File: config.mk
export PLATFORM = sky130hd
export DESIGN_NAME = axi_ad9739a_dma_fifo_flat
export DESIGN_NICKNAME = d
export VERILOG_FILES = /design/src/rtl/axi_ad9739a_dma_fifo_pkg.sv /design/src/rtl/axi_ad9739a_dma_fifo_if.sv /design/src/rtl/axi_ad9739a_dma_fifo_mem.sv /design/src/rtl/axi_ad9739a_dma_fifo.sv /design/src/flat_wrapper.sv
export SDC_FILE = /design/constraint.sdc
export NUM_CORES = 2
export LEC_CHECK = 0
export BUFFER_PORTS_ARGS = -buffer_cell sky130_fd_sc_hd__buf_2
export CAP_MARGIN = 15
export CORE_ASPECT_RATIO = 1.25
export CORE_MARGIN = 2
export CORE_UTILIZATION = 60
export DETAILED_ROUTE_END_ITERATION = 10
export PLACE_DENSITY = 0.75
export SYNTH_ARGS = -nofsm -noshare
export SYNTH_HDL_FRONTEND = slang
export SYNTH_SLANG_ARGS = --single-unit
File: constraint.sdc
create_clock -name dac_clk -period 25.1 [get_ports dac_clk]
set_input_delay 7.53 -clock dac_clk [delete_from_list [all_inputs] [get_ports dac_clk]]
set_output_delay 7.53 -clock dac_clk [all_outputs]
set_load 0.02 [all_outputs]
File: src/rtl/axi_ad9739a_dma_fifo_pkg.sv
// Shared types and constants for the AD9739A DMA elastic buffer.
package axi_ad9739a_dma_fifo_pkg;

    typedef enum logic [1:0] {
        IDLE = 2'd0,
        FILL = 2'd1,
        RUN  = 2'd2
    } fifo_state_t;

    localparam int          ADDR_WIDTH_DEF = 4;
    localparam int          DEPTH          = 2 ** ADDR_WIDTH_DEF;
    localparam logic [15:0] UNF_MAX        = 16'hFFFF;

    function automatic logic [15:0] sat_inc(input logic [15:0] v);
        return (v == UNF_MAX) ? v : v + 16'd1;
    endfunction

endpackage

File: src/rtl/axi_ad9739a_dma_fifo_if.sv
// DMA push stream and DAC core request/response signals of the elastic buffer.
interface axi_ad9739a_dma_fifo_if #(
    parameter int DATA_WIDTH = 256
);
    logic                  dac_enable;
    logic                  dac_valid;
    logic [DATA_WIDTH-1:0] dac_ddata;
    logic                  dac_dunf;
    logic                  dma_valid;
    logic [DATA_WIDTH-1:0] dma_data;
    logic                  dma_ready;

    modport master (
        output dac_enable, dac_valid, dma_valid, dma_data,
        input  dac_ddata, dac_dunf, dma_ready
    );

    modport slave (
        input  dac_enable, dac_valid, dma_valid, dma_data,
        output dac_ddata, dac_dunf, dma_ready
    );
endinterface

File: src/rtl/axi_ad9739a_dma_fifo_mem.sv
// Simple dual-port word RAM: synchronous write, registered read.
module axi_ad9739a_dma_fifo_mem #(
    parameter int ADDR_WIDTH = 4,
    parameter int DATA_WIDTH = 256
) (
    input  logic                  dac_clk,
    input  logic                  wr_en,
    input  logic [ADDR_WIDTH-1:0] wr_addr,
    input  logic [DATA_WIDTH-1:0] wr_data,
    input  logic [ADDR_WIDTH-1:0] rd_addr,
    output logic [DATA_WIDTH-1:0] rd_data
);
    logic [DATA_WIDTH-1:0] mem [0:(1 << ADDR_WIDTH)-1];

    // A word written into an empty FIFO lands on the address being prefetched,
    // so the read register takes the write data to keep the head word current.
    always_ff @(posedge dac_clk) begin
        if (wr_en) begin
            mem[wr_addr] <= wr_data;
        end
        if (wr_en && (wr_addr == rd_addr)) begin
            rd_data <= wr_data;
        end else begin
            rd_data <= mem[rd_addr];
        end
    end
endmodule

File: src/rtl/axi_ad9739a_dma_fifo.sv
// Elastic buffer between the DMA read stream and the AD9739A core data port.
// state | meaning
// IDLE  | disabled; pointers flushed, output word forced to zero
// FILL  | prefilling to START_LEVEL; requests answered with underflow
// RUN   | serving one word per dac_valid; empty request drops back to FILL
module axi_ad9739a_dma_fifo
    import axi_ad9739a_dma_fifo_pkg::*;
#(
    parameter int ADDR_WIDTH  = 4,
    parameter int DATA_WIDTH  = 256,
    parameter int START_LEVEL = 8
) (
    input  logic                  dac_clk,
    input  logic                  dac_rstn,
    axi_ad9739a_dma_fifo_if.slave bus,
    output logic [ADDR_WIDTH:0]   fifo_level,
    output logic [15:0]           unf_count
);
    localparam logic [ADDR_WIDTH:0] PTR_ONE = 1;

    fifo_state_t           state, state_nxt;
    logic [ADDR_WIDTH:0]   wptr, rptr, wptr_nxt, rptr_nxt, level_post;
    logic                  full, empty, push, pop, flush, unf_evt;
    logic                  dunf_nxt, ddata_clr, ddata_ld, dunf_q;
    logic [DATA_WIDTH-1:0] head, ddata_q;
    logic [15:0]           unf_cnt;

    assign empty      = (wptr == rptr);
    assign full       = (wptr[ADDR_WIDTH-1:0] == rptr[ADDR_WIDTH-1:0]) &&
                        (wptr[ADDR_WIDTH] != rptr[ADDR_WIDTH]);
    assign fifo_level = wptr - rptr;
    assign bus.dma_ready = !full && (state != IDLE);
    assign push       = bus.dma_valid && bus.dma_ready;
    assign level_post = fifo_level + {{ADDR_WIDTH{1'b0}}, push};

    always_comb begin
        state_nxt = state;
        pop       = 1'b0;
        flush     = 1'b0;
        unf_evt   = 1'b0;
        dunf_nxt  = 1'b0;
        ddata_clr = 1'b0;
        ddata_ld  = 1'b0;
        if (!bus.dac_enable) begin
            state_nxt = IDLE;
            flush     = 1'b1;
            ddata_clr = 1'b1;
        end else begin
            case (state)
                IDLE: begin
                    state_nxt = FILL;
                    ddata_clr = 1'b1;
                end
                FILL: begin
                    if (bus.dac_valid) begin
                        ddata_clr = 1'b1;
                        dunf_nxt  = 1'b1;
                    end
                    if (int'(level_post) >= START_LEVEL) begin
                        state_nxt = RUN;
                    end
                end
                RUN: begin
                    if (bus.dac_valid) begin
                        if (!empty) begin
                            pop      = 1'b1;
                            ddata_ld = 1'b1;
                        end else begin
                            ddata_clr = 1'b1;
                            dunf_nxt  = 1'b1;
                            unf_evt   = 1'b1;
                            state_nxt = FILL;
                        end
                    end
                end
                default: state_nxt = IDLE;
            endcase
        end
    end

    // Flush wins over any push accepted on the same edge.
    assign wptr_nxt = flush ? '0 : (push ? wptr + PTR_ONE : wptr);
    assign rptr_nxt = flush ? '0 : (pop  ? rptr + PTR_ONE : rptr);

    always_ff @(posedge dac_clk or negedge dac_rstn) begin
        if (!dac_rstn) begin
            state <= IDLE;
        end else begin
            state <= state_nxt;
        end
    end

    always_ff @(posedge dac_clk or negedge dac_rstn) begin
        if (!dac_rstn) begin
            wptr    <= '0;
            rptr    <= '0;
            ddata_q <= '0;
            dunf_q  <= 1'b0;
            unf_cnt <= '0;
        end else begin
            wptr   <= wptr_nxt;
            rptr   <= rptr_nxt;
            dunf_q <= dunf_nxt;
            if (ddata_clr) begin
                ddata_q <= '0;
            end else if (ddata_ld) begin
                ddata_q <= head;
            end
            if (unf_evt) begin
                unf_cnt <= sat_inc(unf_cnt);
            end
        end
    end

    axi_ad9739a_dma_fifo_mem #(
        .ADDR_WIDTH (ADDR_WIDTH),
        .DATA_WIDTH (DATA_WIDTH)
    ) u_mem (
        .dac_clk (dac_clk),
        .wr_en   (push),
        .wr_addr (wptr[ADDR_WIDTH-1:0]),
        .wr_data (bus.dma_data),
        .rd_addr (rptr_nxt[ADDR_WIDTH-1:0]),
        .rd_data (head)
    );

    assign bus.dac_ddata = ddata_q;
    assign bus.dac_dunf  = dunf_q;
    assign unf_count     = unf_cnt;
endmodule

File: src/flat_wrapper.sv
// flat-port wrapper written by rule: the top's interface ports become plain ports
module axi_ad9739a_dma_fifo_flat import axi_ad9739a_dma_fifo_pkg::*;
#(
    parameter int ADDR_WIDTH  = 4,
    parameter int DATA_WIDTH  = 256,
    parameter int START_LEVEL = 8
)
  (dac_clk, dac_rstn, fifo_level, unf_count, bus_dac_enable, bus_dac_valid, bus_dma_valid, bus_dma_data, bus_dac_ddata, bus_dac_dunf, bus_dma_ready);
  axi_ad9739a_dma_fifo_if #(.DATA_WIDTH(DATA_WIDTH)) bus_i ();
  input  logic dac_clk;
  input  logic dac_rstn;
  output logic [ADDR_WIDTH:0] fifo_level;
  output logic [15:0] unf_count;
  input wire logic [$bits(bus_i.dac_enable)-1:0] bus_dac_enable;
  input wire logic [$bits(bus_i.dac_valid)-1:0] bus_dac_valid;
  input wire logic [$bits(bus_i.dma_valid)-1:0] bus_dma_valid;
  input wire logic [$bits(bus_i.dma_data)-1:0] bus_dma_data;
  output wire logic [$bits(bus_i.dac_ddata)-1:0] bus_dac_ddata;
  output wire logic [$bits(bus_i.dac_dunf)-1:0] bus_dac_dunf;
  output wire logic [$bits(bus_i.dma_ready)-1:0] bus_dma_ready;
  assign bus_i.dac_enable = bus_dac_enable;
  assign bus_i.dac_valid = bus_dac_valid;
  assign bus_i.dma_valid = bus_dma_valid;
  assign bus_i.dma_data = bus_dma_data;
  assign bus_dac_ddata = bus_i.dac_ddata;
  assign bus_dac_dunf = bus_i.dac_dunf;
  assign bus_dma_ready = bus_i.dma_ready;
  axi_ad9739a_dma_fifo #(.ADDR_WIDTH(ADDR_WIDTH), .DATA_WIDTH(DATA_WIDTH), .START_LEVEL(START_LEVEL)) u_core (.dac_clk(dac_clk), .dac_rstn(dac_rstn), .bus(bus_i), .fifo_level(fifo_level), .unf_count(unf_count));
endmodule
Yosys cells after proc, flatten, opt, wreduce, memory -nomap -nowiden
Memory sizes are Yosys's and may differ from the RTL's. A register that Yosys moved wholly into a read port is not among the register bits.
Index checks and enable logic that the tools add are counted.
{"block": "totals", "mem_bits_rw": 4096, "memories": 1, "out_inout_bits": 279, "input_bits": 261, "register_bits": 285}
{"block": "classes", "muxes": 26, "addsub": 5, "n_reduce_logical": 9, "eq_ne": 11, "n_lt_le_gt_ge": 1, "bitwise": 1}
{"memory": "u_core.u_mem.mem", "depth": 16, "word_bits": 256, "read_ports": 1, "rd_clocked_by_memory_dff": 1, "write_ports": 1, "line": "axi_ad9739a_dma_fifo_mem.sv:13", "text": "logic [DATA_WIDTH-1:0] mem [0:(1 << ADDR_WIDTH)-1];"}
{"op": "2-to-1 mux 256 bit", "n": 2}
{"op": "2-to-1 mux 5 bit", "n": 4}
{"op": "adder 16 x 1 -> 16 bit, second input constant", "n": 1}
{"op": "equality test 16 bit, second input constant", "n": 1}
{"op": "2-to-1 mux 1 bit", "n": 13}
{"op": "adder 5 x 1 -> 5 bit, second input constant", "n": 2}
{"op": "2-to-1 mux 2 bit", "n": 4}
{"op": "inequality test 3 x 2 -> 1 bit, second input constant", "n": 2}
{"op": "one-hot mux 2 bit (3 select lines)", "n": 1}
{"op": "adder 5 x 1 -> 5 bit", "n": 1}
{"op": "equality test 5 bit", "n": 1}
{"op": "greater-or-equal comparator 5 x 4 -> 1 bit, second input constant", "n": 1}
{"op": "subtractor 5 bit", "n": 1}
{"op": "equality test 4 bit", "n": 1}
{"op": "inequality test 2 x 1 -> 1 bit, second input constant", "n": 2}
{"op": "nonzero test 2 bit", "n": 2}
{"op": "logical AND 1 bit", "n": 3}
{"op": "inequality test 3 bit, second input constant", "n": 1}
{"op": "one-hot mux 1 bit (3 select lines)", "n": 1}
{"op": "AND reduction 3 bit", "n": 1}
{"op": "equality test 2 x 1 -> 1 bit, second input constant", "n": 1}
{"op": "equality test 2 bit, second input constant", "n": 1}
{"op": "zero test 2 bit", "n": 1}
{"op": "one-hot mux 1 bit (2 select lines)", "n": 1}
{"op": "4 further kinds", "n": 4}

Depth between registers and ports, before layout
{"block": "logic_depth", "depth_word": 10, "ltp_mapped": 12}

Cells and area by module
A second synthesis with hierarchy kept.
{"block": "unflattened", "cells_unflattened": 7674, "hier_area_um2": 165502.5}
{"mod": "axi_ad9739a_dma_fifo_mem", "area_per_inst_um2": 153611.1, "seq_area_each_um2": 123078.0, "cells_per_inst": 6396, "n_inst": 1}
{"mod": "axi_ad9739a_dma_fifo", "area_per_inst_um2": 11891.4, "seq_area_each_um2": 7131.8, "cells_per_inst": 1278, "n_inst": 1}

Least setup slack after synthesis
OpenSTA, ideal clock, no wires.
{"block": "synth_path", "path_kind": "in2reg", "from": "in bus_dma_valid", "to": "mem u_core.u_mem.mem[3][0] (enable)", "cell_stages": 4, "slack_ns": -1.398, "required_ns": 23.914, "t_arrival_ns": 25.313, "path_cell_list": "inv_1 a211oi_4 nand2_1 nor3_1"}
{"block": "synth_between", "elab_chain_len": 3}
{"element": "start, declared", "line": "flat_wrapper.sv:16", "text": "input wire logic [$bits(bus_i.dma_valid)-1:0] bus_dma_valid;"}
{"element": "logical AND 1 bit", "line": "axi_ad9739a_dma_fifo.sv:33", "text": "assign push = bus.dma_valid && bus.dma_ready;"}
{"element": "2-to-1 mux 1 bit", "line": "axi_ad9739a_dma_fifo_mem.sv:18", "text": "if (wr_en) begin"}
{"element": "2-to-1 mux 1 bit (implied by the code)", "line": "axi_ad9739a_dma_fifo_mem.sv:19", "text": "mem[wr_addr] <= wr_data;"}
{"element": "end, declared", "line": "axi_ad9739a_dma_fifo_mem.sv:13"}
Every way passes these cells.

Final worst setup path
{"block": "layout_path", "from": "in bus_dma_valid", "to": "mem u_core.u_mem.mem[6][163] (enable)"}
Same word-level chain as after synthesis.

==> results.py <==
metrics = {
    "outcome": {
        "status": "finished, final reports clean",
    },
    "place": {
        "hpwl_mm": 193,
        "dp_slack_ns": 12.92,
        "place_congestion": 0.762,
        "place_area_um2": 172000,
        "port_buffers": 539,
        "placedCellCount": 10900,
    },
    "setup_path": {
        "required_ns": 25.60,
        "worstPathArrival_ns": 11.81,
        "critPathMaxFanout": 59,
        "cp-start-kind": "input port",
        "rrSetupSlack_ns": 18.43,
        "end_kind": "register",
        "worstSetupPathType": "in -> reg",
        "r2r_end": "u_core.bus.dac_ddata[197]",
        "reg2regPathDepth": 9,
    },
    "power": {
        "power.static_leakage_nw": 58.4,
        "total_power_mw": 14.5,
        "p_int_mw": 11.6,
        "ir_worst_vdd_uv": 67.1,
        "p_clk_share_pct": 42.4,
        "power_density_nw_per_um2": 78.1,
        "power_frac_comb_pct": 2.0,
        "p_sw_mw": 2.84,
        "pwr-share-seq_pct": 55.6,
        "swShare_pct": 19.7,
    },
    "drt": {
        "wire_per_inst_um": 32.0,
        "ant_nets": 0,
        "routed_wl_mm": 373,
        "vias": 76300,
        "drt_iter0_markers": 9254,
        "dr.pass1.iters": 5,
        "via_per_inst": 6.54,
        "drc": 0,
    },
    "finish": {
        "fin_area_um2": 185000,
        "areaGrowthSynthToFinish_pct": 12.2,
        "utilization_pct": 67.6,
        "drive_above_1_share_pct": 31.8,
        "fin_cells": 11700,
        "nets": 7992,
        "fillers": 16200,
    },
    "yosys": {
        "post_synth.cell_area_avg_um2": 23.6,
        "synth_cell_types": 46,
        "synthSimpleGateAreaFrac_pct": 0.905,
        "synthCells": 6998,
        "synth_compound_area_share_pct": 0.956,
        "synth_top_family_by_area": "multiplexers",
        "synth_xor_area_share_pct": 0.133,
        "synth_ff_type": "edfxtp_1",
        "syn_area_um2": 165000,
        "synthMuxAreaShare_pct": 17.4,
        "synth_fp_nets": 7276,
        "async_reset_ff_share_pct": 6.50,
        "synth_edf_count": 4096,
        "ys_seq_area_share_pct": 78.8,
        "ys_ff_latch": 4385,
        "yosys_warnings": 0,
        "synth_adder_area_share_pct": 0.133,
    },
    "sta": {
        "final-setup-viol-count": 0,
        "setup_ws_ns": 13.79,
        "worst_pin_slew_ns": 1.31,
        "timing.final.hold_violations": 0,
        "maxClockFrequency_ghz": 0.0884,
        "drv_slew": 0,
        "rsz0062_at_grt": "no",
        "hold_ws_ns": 0.476,
        "fin_setup_tns_ns": 0,
        "fin_skew_ns": 0.0480,
        "period_share_pct": 45.1,
        "slew_headroom_pct": 12.9,
        "period_minus_slack_ns": 11.31,
    },
    "grt": {
        "grt_pass1_wl_mm": 546,
        "grt-ovfl-total": 0,
        "grt_max_degree": 156,
        "antenna_found_initial": 101,
        "grt_pass1_vias": 79400,
        "grt.total_usage_pct": 26.9,
    },
    "hold_path": {
        "worstHoldEndpoint": "u_core.bus.dac_ddata[65]",
        "hp-start": "u_core.bus.dac_ddata[65]",
        "hold_path_depth": 2,
        "hold_path_class": "reg -> reg",
    },
    "clocking": {
        "cts_hold_buf": 0,
        "cts_setup_buffers": 0,
        "insertion_delay_ns": 0.91,
        "clock_sinks": 4385,
        "cts_root_buffer": "clkbuf_16",
        "cts_resized": 0,
        "htree_num_levels": 5,
        "cts_tree": "done",
        "clkTransAtPathRegs_ns": 0.07,
        "cts_inserted_buffers": 400,
        "cts_buffer_depth": 4,
    },
    "flow_run": {
        "maxCapViolations": 0,
    },
    "floorplanning": {
        "die_x_um": 473,
        "rows": 215,
        "die_h_um": 591,
        "core_area_um2": 274000,
        "initial_utilization_pct": 60.3,
        "fp.dieArea_um2": 280000,
        "io_pins": 540,
    },
}
[worst max path at each step]
| stage | slack, ns | startpoint | to |
|---|---|---|---|
| after global placement | 13.00 | bus_dma_valid | u_core.u_mem.mem[6][163] |
| after detailed placement | 12.92 | bus_dma_valid | u_core.u_mem.mem[6][166] |
| after floorplan | 5.45 | bus_dma_valid | u_core.u_mem.mem[15][0] |
| after global routing | 13.66 | bus_dma_valid | u_core.u_mem.mem[6][165] |
| after CTS | 13.88 | bus_dma_valid | u_core.u_mem.mem[6][165] |
| final | 13.79 | bus_dma_valid | u_core.u_mem.mem[6][163] |
[placed cells by master (no fill, tap or decap), drive strengths merged, types with 51 or more instances in the layout]
cell and instances:
buf 666, clkinv 394, o21ai 258, clkbuf 481, dfrtp 285, bufinv 51
nand2 270, mux4 1256, edfxtp 4096
[synthesized netlist by cell type, drive strengths merged, types with 16 or more instances]
cell       n  area (um2)
clkbuf   170         638
mux2      25         282
buf      182        1090
o21ai    258        1290
dfrtp    285        7130
a21oi     32         164
mux4    1256       28300
ha        16         200
mux2i     24         240
nor2      40         150
nand2    270        1010
clkinv   232         871
xnor2     18         158
edfxtp  4096      123000
[per-layer routing]
layer / track usage [%] / wire length [um] / up-vias
li1: - / - / 30700
met4: 6.98 / 9230 / 62
met3: 4.78 / 31100 / 608
met5: 0 / 403 / -
met1: 37.9 / 143000 / 40900
met2: 44.4 / 190000 / 3983
[registers in the layout, summed over array words and instances, names as in the netlist, named ones only]
register,count
u_core.u_mem.mem,4096
u_core.unf_count,16
u_core.rptr,5
u_core.wptr,5
u_core.bus.dac_ddata,256
u_core.state,2
u_core.bus.dac_dunf,1
[worst max-delay path, cell delays in order]
cell,delay (ns)
buf_2,0.09
inv_1,0.07
a211oi_4,0.41
nand2_1,0.38
nor2_4,0.15
buf_4,0.67
buf_4,1.02
buf_4,0.72
buf_4,0.66
[power groups by stage]
stage	clock network [mW]	logic, mW	registers, mW
6_report	6.14	0.285	8.05
4_1_cts	6.22	0.289	8.05
3_5_place_dp	0	0.286	8.20
2_1_floorplan	0	0.103	8.22
3_3_place_gp	0	0.272	8.20
5_1_grt	6.47	0.309	8.04
[layout make-up]
type,count,area (um2),area share [%]
sequential,4385,130000,70.3
inverter,247,927,0.500
antenna,40,100,0.0540
tap,3580,4480,2.42
timing repair buffer,666,3910,2.11
clock buffer,481,10500,5.67
multi-input combinational,2014,32500,17.5
clock inverter,251,2650,1.43
[logic make-up after synthesis]
group / count (synthesis)
mux: 1305
buf+inv: 599
flops: 4385
fa+ha+maj: 17
xor+xnor: 25
compound gates: 304
simple gates: 363
No activity file was read; power rests on OpenSTA's default activity.
